===== src/rtl/add_pipe_if.sv =====
// rtl/add_pipe_if.sv - operand/result handshake bundle for add_pipe
interface add_pipe_if #(
  parameter int WIDTH = 16
);
  logic             in_valid;
  logic             in_ready;
  logic [WIDTH-1:0] a;
  logic [WIDTH-1:0] b;
  logic             sub;
  logic             cin;
  logic             out_valid;
  logic             out_ready;
  logic [WIDTH-1:0] out;
  logic             cout;
  logic             ovf;
  logic             zero;

  modport master (
    output in_valid, a, b, sub, cin, out_ready,
    input  in_ready, out_valid, out, cout, ovf, zero
  );

  modport slave (
    input  in_valid, a, b, sub, cin, out_ready,
    output in_ready, out_valid, out, cout, ovf, zero
  );
endinterface


===== src/rtl/add_pipe.sv =====
// rtl/add_pipe.sv - pipelined two's-complement adder/subtractor with sliced carry chain
module add_pipe #(
  parameter int WIDTH  = 16,
  parameter int STAGES = 4
) (
  input  logic      clk,
  input  logic      reset,
  add_pipe_if.slave bus
);
  // SW: bits resolved per stage; PS: number of intermediate (non-output) stages, min 1
  localparam int SW = WIDTH / STAGES;
  localparam int PS = (STAGES > 1) ? STAGES - 1 : 1;

  // Intermediate stage registers: operands travel with the partial sum and slice carry
  logic [STAGES-1:0] r_vld;
  logic [WIDTH-1:0]  r_opa [PS];
  logic [WIDTH-1:0]  r_opb [PS];
  logic [WIDTH-1:0]  r_sum [PS];
  logic [PS-1:0]     r_cry;

  // Final stage registers drive the result port directly
  logic [WIDTH-1:0]  r_out;
  logic              r_cout;
  logic              r_ovf;
  logic              r_zero;

  // Per-stage inputs and combinational slice results
  logic [WIDTH-1:0]  w_opa [STAGES];
  logic [WIDTH-1:0]  w_opb [STAGES];
  logic [WIDTH-1:0]  w_sin [STAGES];
  logic [WIDTH-1:0]  w_sum [STAGES];
  logic [STAGES-1:0] w_cin;
  logic [STAGES-1:0] w_cry;
  logic [SW:0]       w_slice [STAGES];
  logic              w_stall;
  logic              w_ovf;
  logic              w_zero;

  // The whole pipe holds as one unit whenever a finished result is not taken
  assign w_stall      = r_vld[STAGES-1] & ~bus.out_ready;
  assign bus.in_ready = ~w_stall;

  assign bus.out_valid = r_vld[STAGES-1];
  assign bus.out       = r_out;
  assign bus.cout      = r_cout;
  assign bus.ovf       = r_ovf;
  assign bus.zero      = r_zero;

  // Select each stage's inputs: stage 0 from the port (subtract folded in), others from the previous register
  always_comb begin
    w_opa[0] = bus.a;
    w_opb[0] = bus.sub ? ~bus.b : bus.b;
    w_sin[0] = '0;
    w_cin[0] = bus.cin ^ bus.sub;
    for (int k = 1; k < STAGES; k++) begin
      w_opa[k] = r_opa[k-1];
      w_opb[k] = r_opb[k-1];
      w_sin[k] = r_sum[k-1];
      w_cin[k] = r_cry[k-1];
    end
  end

  // Add slice k of each stage and splice it into the partial sum; lower slices pass unchanged
  always_comb begin
    for (int k = 0; k < STAGES; k++) begin
      w_slice[k] = {1'b0, w_opa[k][k*SW +: SW]} + {1'b0, w_opb[k][k*SW +: SW]}
                   + {{SW{1'b0}}, w_cin[k]};
      w_sum[k]   = w_sin[k];
      w_sum[k][k*SW +: SW] = w_slice[k][SW-1:0];
      w_cry[k]   = w_slice[k][SW];
    end
  end

  // Carry into the MSB is recovered as a^b^sum at that bit, so ovf needs no extra adder split
  always_comb begin
    w_ovf  = w_opa[STAGES-1][WIDTH-1] ^ w_opb[STAGES-1][WIDTH-1]
           ^ w_sum[STAGES-1][WIDTH-1] ^ w_cry[STAGES-1];
    w_zero = (w_sum[STAGES-1] == '0);
  end

  // Advance every stage together unless stalled; reset flushes everything
  always_ff @(posedge clk) begin
    if (reset) begin
      r_vld  <= '0;
      r_cry  <= '0;
      r_out  <= '0;
      r_cout <= 1'b0;
      r_ovf  <= 1'b0;
      r_zero <= 1'b0;
      for (int k = 0; k < PS; k++) begin
        r_opa[k] <= '0;
        r_opb[k] <= '0;
        r_sum[k] <= '0;
      end
    end else if (!w_stall) begin
      r_vld[0] <= bus.in_valid;
      for (int k = 1; k < STAGES; k++) begin
        r_vld[k] <= r_vld[k-1];
      end
      for (int k = 0; k < STAGES - 1; k++) begin
        r_opa[k] <= w_opa[k];
        r_opb[k] <= w_opb[k];
        r_sum[k] <= w_sum[k];
        r_cry[k] <= w_cry[k];
      end
      r_out  <= w_sum[STAGES-1];
      r_cout <= w_cry[STAGES-1];
      r_ovf  <= w_ovf;
      r_zero <= w_zero;
    end
  end
endmodule


===== src/flat_wrapper.sv =====
// flat-port wrapper written by rule: the top's interface ports become plain ports
module add_pipe_flat 
#(
  parameter int WIDTH  = 16,
  parameter int STAGES = 4
)
  (clk, reset, bus_in_valid, bus_a, bus_b, bus_sub, bus_cin, bus_out_ready, bus_in_ready, bus_out_valid, bus_out, bus_cout, bus_ovf, bus_zero);
  add_pipe_if #(.WIDTH(WIDTH)) bus_i ();
  input  logic clk;
  input  logic reset;
  input wire logic [$bits(bus_i.in_valid)-1:0] bus_in_valid;
  input wire logic [$bits(bus_i.a)-1:0] bus_a;
  input wire logic [$bits(bus_i.b)-1:0] bus_b;
  input wire logic [$bits(bus_i.sub)-1:0] bus_sub;
  input wire logic [$bits(bus_i.cin)-1:0] bus_cin;
  input wire logic [$bits(bus_i.out_ready)-1:0] bus_out_ready;
  output wire logic [$bits(bus_i.in_ready)-1:0] bus_in_ready;
  output wire logic [$bits(bus_i.out_valid)-1:0] bus_out_valid;
  output wire logic [$bits(bus_i.out)-1:0] bus_out;
  output wire logic [$bits(bus_i.cout)-1:0] bus_cout;
  output wire logic [$bits(bus_i.ovf)-1:0] bus_ovf;
  output wire logic [$bits(bus_i.zero)-1:0] bus_zero;
  assign bus_i.in_valid = bus_in_valid;
  assign bus_i.a = bus_a;
  assign bus_i.b = bus_b;
  assign bus_i.sub = bus_sub;
  assign bus_i.cin = bus_cin;
  assign bus_i.out_ready = bus_out_ready;
  assign bus_in_ready = bus_i.in_ready;
  assign bus_out_valid = bus_i.out_valid;
  assign bus_out = bus_i.out;
  assign bus_cout = bus_i.cout;
  assign bus_ovf = bus_i.ovf;
  assign bus_zero = bus_i.zero;
  add_pipe #(.WIDTH(WIDTH), .STAGES(STAGES)) u_core (.clk(clk), .reset(reset), .bus(bus_i));
endmodule

===== config.mk =====
export PLATFORM = sky130hd
export DESIGN_NAME = add_pipe_flat
export DESIGN_NICKNAME = d
export VERILOG_FILES = /design/src/rtl/add_pipe_if.sv /design/src/rtl/add_pipe.sv /design/src/flat_wrapper.sv
export SDC_FILE = /design/constraint.sdc
export NUM_CORES = 1
export LEC_CHECK = 0
export BUFFER_PORTS_ARGS = -buffer_cell sky130_fd_sc_hd__buf_2
export CORE_ASPECT_RATIO = 0.6
export CORE_MARGIN = 4
export CORE_UTILIZATION = 45
export CTS_BUF_LIST = sky130_fd_sc_hd__clkbuf_8
export CTS_CLUSTER_SIZE = 14
export DETAILED_ROUTE_END_ITERATION = 10
export PLACE_DENSITY = 0.67
export SLEW_MARGIN = 20
export SYNTH_ARGS = -nofsm -noshare
export SYNTH_HDL_FRONTEND = slang
export SYNTH_SLANG_ARGS = --single-unit
export TNS_END_PERCENT = 10

===== constraint.sdc =====
create_clock -name clk -period 2.5 [get_ports clk]
set_input_delay 0.25 -clock clk [delete_from_list [all_inputs] [get_ports clk]]
set_output_delay 0.25 -clock clk [all_outputs]
set_load 0.01 [all_outputs]

* After elaboration in Yosys (flattened, before gate mapping)
Memory sizes are Yosys's and may differ from the RTL's. Cells that the tools add are included.
Storage, ports and cells: bits in registers 26, memory bits (writable) 144, bits of input ports 38, output and inout port bits 21, word-level logic and storage cells 50, memories 3
Memories:
- u_core.r_opa | words 3, bits a word 16, read ports 3, clocked after memory_dff 0, wr ports 3, RTL line add_pipe.sv:16 | logic [WIDTH-1:0] r_opa [PS];
- u_core.r_opb | words 3, bits a word 16, read ports 3, clocked after memory_dff 0, wr ports 3, RTL line add_pipe.sv:17 | logic [WIDTH-1:0] r_opb [PS];
- u_core.r_sum | words 3, bits a word 16, read ports 3, clocked after memory_dff 0, wr ports 3, RTL line add_pipe.sv:18 | logic [WIDTH-1:0] r_sum [PS];
Operators by class: $add $sub $neg 8, multiplexer cells 15, bitwise operators 17, reduce and logical (&&, ||, !) cells 1
Operators with widths (count):
- $mux W16 | 10
- $add A4 B4 Y5 | 4
- $add A5 B1 Y5 | 4
- $logic_not A16 Y1 | 1
- $not A16 Y16 | 1
- $or A1 B1 Y1 | 9
- $mux W1 | 5
- $xor A1 B1 Y1 | 4
- $not A1 Y1 | 2
- $and A1 B1 Y1 | 1

* Logic depth before layout (Yosys ltp)
depth after elaboration 6, gate-level depth with buffers 8, depth with buffers taken out 7

* Worst setup path before layout
OpenSTA, ideal clock, no wires.
path type reg-to-reg, start point register u_core.r_vld[3], end point memory u_core.r_opa[0][10] (enable), arrival 2252 ps, setup slack -194 ps, stages on the path, launching flop included 4, path buffers 1, path through dfxtp_1 -> nor2b_1 -> buf_6 -> nand2b_1
RTL lines:
- from (decl) | RTL line add_pipe.sv:15 | logic [STAGES-1:0] r_vld;
- from (signal, indexed assignment) | RTL line add_pipe.sv:98 | r_vld[k] <= r_vld[k-1];
- to (decl) | RTL line add_pipe.sv:16

==> results.yml <==
synth:
  synth-seq-cells: 98
  synth_area_per_cell_um2: 12.3
  syn_nets: 406
  ys_seq_area_frac: 0.625
  synth_cells: 348
  ys_types: 33
  syn_area_mm2: 0.00430
  netlist_top_cells_area: "edfxtp_1 (50%), dfxtp_1 (12%), and2_1 (7.3%)"
  yosysWarnings: 0
  synth_top_area_share: 0.503
  synth_top_area_cell: "edfxtp_1"
floorplanning:
  rows: 27
  start_util: 0.466
  ioPinCount: 59
  die_h_um: 83.7
  die-area_mm2: 0.0112
  die_x_um: 134
  core_area_mm2: 0.00922
clock_tree:
  clock_path_buffers: 2
  cts-resized-gates: 0
  post-cts-setup-buffers: 0
  cts_root_buffer: "clkbuf_8"
  cts.hold.buffers_added: 0
  clkTransAtPathRegs_ns: 0.09
  cts_max_level: 3
  cts_tree: "yes"
  cts_sinks: 98
  insertion_delay_ns: 0.35
  numCtsBuffers: 9
global_routing:
  gr-usage-all-layers: 0.137
  antenna_found_initial: 0
  grt_max_degree: 45
  grt-ovfl-total: 0
  grt_pass1_wl_um: 12200
  grt_pass1_vias: 2469
place:
  portBuffers: 58
  globalplace.congestion: 0.752
  detailed_place_hpwl_um: 5140
  dpl_cell_area_mm2: 0.00471
routing:
  routedWlPerCell_um: 13.3
  avgViaCountPerCell: 4.64
  drt_wl_total_um: 7230
  first_iter_violations: 108
  drc_errors: 0
  first_pass_iters: 4
  vias: 2517
  postRouteAntennaNets: 0
hold_path:
  min-delay-start: "bus_in_valid"
  min_to: "u_core.r_vld[0]$_SDFFE_PP0N_"
  hold_class: "primary input to register"
  min_path_cells: 3
timing:
  fmax_ghz: 0.536
  hold_viol: 0
  min_period_ns: 1.86
  fin_skew_ns: 0.00659
  worstMarginPinSlew_ns: 0.549
  finalMaxSlewViolations: 0
  setup_tns_ns: 0
  relSlewSlack: 0.634
  setup_violations: 0
  rsz0062_at_grt: "no"
  fin_crit_sh: 0.746
power:
  irDropWorstVdd_mv: 0.321
  p_per_area_mw_per_mm2: 659
  leakage_nw: 2.08
finish:
  final_common_cell: "edfxtp_1"
  drive_above_1_share: 0.215
  syn2layout_area_growth_pct: 14.4
  design_area_mm2: 0.00492
  multi_input_area_mm2: 0.00146
  fillers: 851
  nNetsFinal: 466
  final_cell_mix: "edfxtp_1 (72), buf_2 (58), and2_1 (50)"
  n_antenna_cell: 0
  regArea_mm2: 0.00268
worst_setup_path:
  critPathCaptureType: "register"
  cp.depth: 5
  critical_path.max_stage_delay_ns: 0.44
  reg2reg_slack_ns: 0.64
  path_max_fanout: 2
  crit_path_cell_trace: "fa_1, fa_1, a21o_1, a211oi_1, a211oi_1"
  r2r_start: "u_core.r_opa[0][4]$_SDFFCE_PN0P_"
  r2r_cells: 5
  critPathSlowestCell: "fa_1"
  crit_family: "adder cells"
  required_ns: 2.74
  start_kind: "register"
  criticalPathCategory: "register to register"
  r2r-end: "u_core.r_cry[1]$_SDFFE_PP0N_"
  critPathBufInv: 0
  arrival_ns: 2.10
outcome:
  status: "complete, no violations"
run:
  max_cap_viol_count: 0
-- cells by family after synthesis --
family          Yosys count  share of synthesized area
simple gates            140                      0.167
fa+ha+maj                20                     0.0722
xor+xnor                 22                     0.0449
compound gates           37                     0.0548
buf+inv                  31                     0.0361
flops                    98                      0.625
-- area by class of cell --
class	count	share of cell area
clock buffer	11	0.0308
clock inverter	5	0.0104
inverter	14	0.0112
multi-input combinational	219	0.298
sequential	98	0.546
tap	130	0.0331
timing repair buffer	66	0.0713
-- state kept, by name, summed over array words and instances, names as in the netlist --
register and flops:
u_core.bus.cout 1, u_core.r_cry 3, u_core.bus.ovf 1, u_core.bus.out 16, u_core.r_sum 24, u_core.bus.zero 1, u_core.r_opb 24, u_core.r_opa 24
u_core.r_vld 4
-- Yosys cell counts, drive strengths merged --
master	number
ha	12
edfxtp	72
a21oi	20
dfxtp	26
nand3b	1
o31ai	1
nor4b	1
and2	50
nor3b	3
o21ai	4
nand2b	3
nand4	1
inv	14
xnor2	16
xor2	6
fa	8
clkbuf	7
nand2	33
nor2b	7
a21boi	2
a21o	4
nor3	5
buf	10
a211oi	6
nor2	34
nor4	2
-- power breakdown --
part	switching (W)	internal, W	total [W]
Combinational	0.000161	0.000149	0.000310
Clock	0.000514	0.000514	0.00103
Sequential	0.0000418	0.00186	0.00190
-- worst reg2reg max path, cell delays in order (launching register included) --
cell	delay, ns
edfxtp_1	0.40
fa_1	0.44
fa_1	0.41
a21o_1	0.19
a211oi_1	0.23
a211oi_1	0.08
-- stage by stage --
stage | util | setup WS, ns | power, W | hold slack [ns] | std cells
finish | 0.533 | 0.636 | 0.00324 | 0.142 | 543
global route | 0.533 | 0.519 | 0.00339 | 0.139 | 543
global placement | 0.511 | 0.559 | 0.00224 | 0.440 | 527
floorplan | - | 0.464 | 0.00214 | 0.390 | 348
CTS | 0.533 | 0.614 | 0.00328 | 0.119 | 543
detailed placement | 0.511 | 0.486 | 0.00225 | 0.444 | 527
-- metal layers --
metal / share of wire / vias up / global-route usage
met2: 0.40 / 69 / 0.189
li1: - / 1288 / -
met5: 0 / - / 0
met4: 0.0082 / 0 / 0.0388
met3: 0.067 / 7 / 0.0476
met1: 0.52 / 1153 / 0.204
-- how the worst max path moves through the flow --
stage	startpoint	endpoint
3_5_place_dp	bus_sub	u_core.r_cry[0]$_SDFFE_PP0N_
5_1_grt	u_core.r_opa[0][4]$_SDFFCE_PN0P_	u_core.r_cry[1]$_SDFFE_PP0N_
3_3_place_gp	bus_sub	u_core.r_cry[0]$_SDFFE_PP0N_
6_report	u_core.r_opa[0][4]$_SDFFCE_PN0P_	u_core.r_cry[1]$_SDFFE_PP0N_
2_1_floorplan	bus_sub	u_core.r_cry[0]$_SDFFE_PP0N_
4_1_cts	u_core.r_opa[0][4]$_SDFFCE_PN0P_	u_core.r_cry[1]$_SDFFE_PP0N_
No activity file was read; power rests on OpenSTA's default activity.
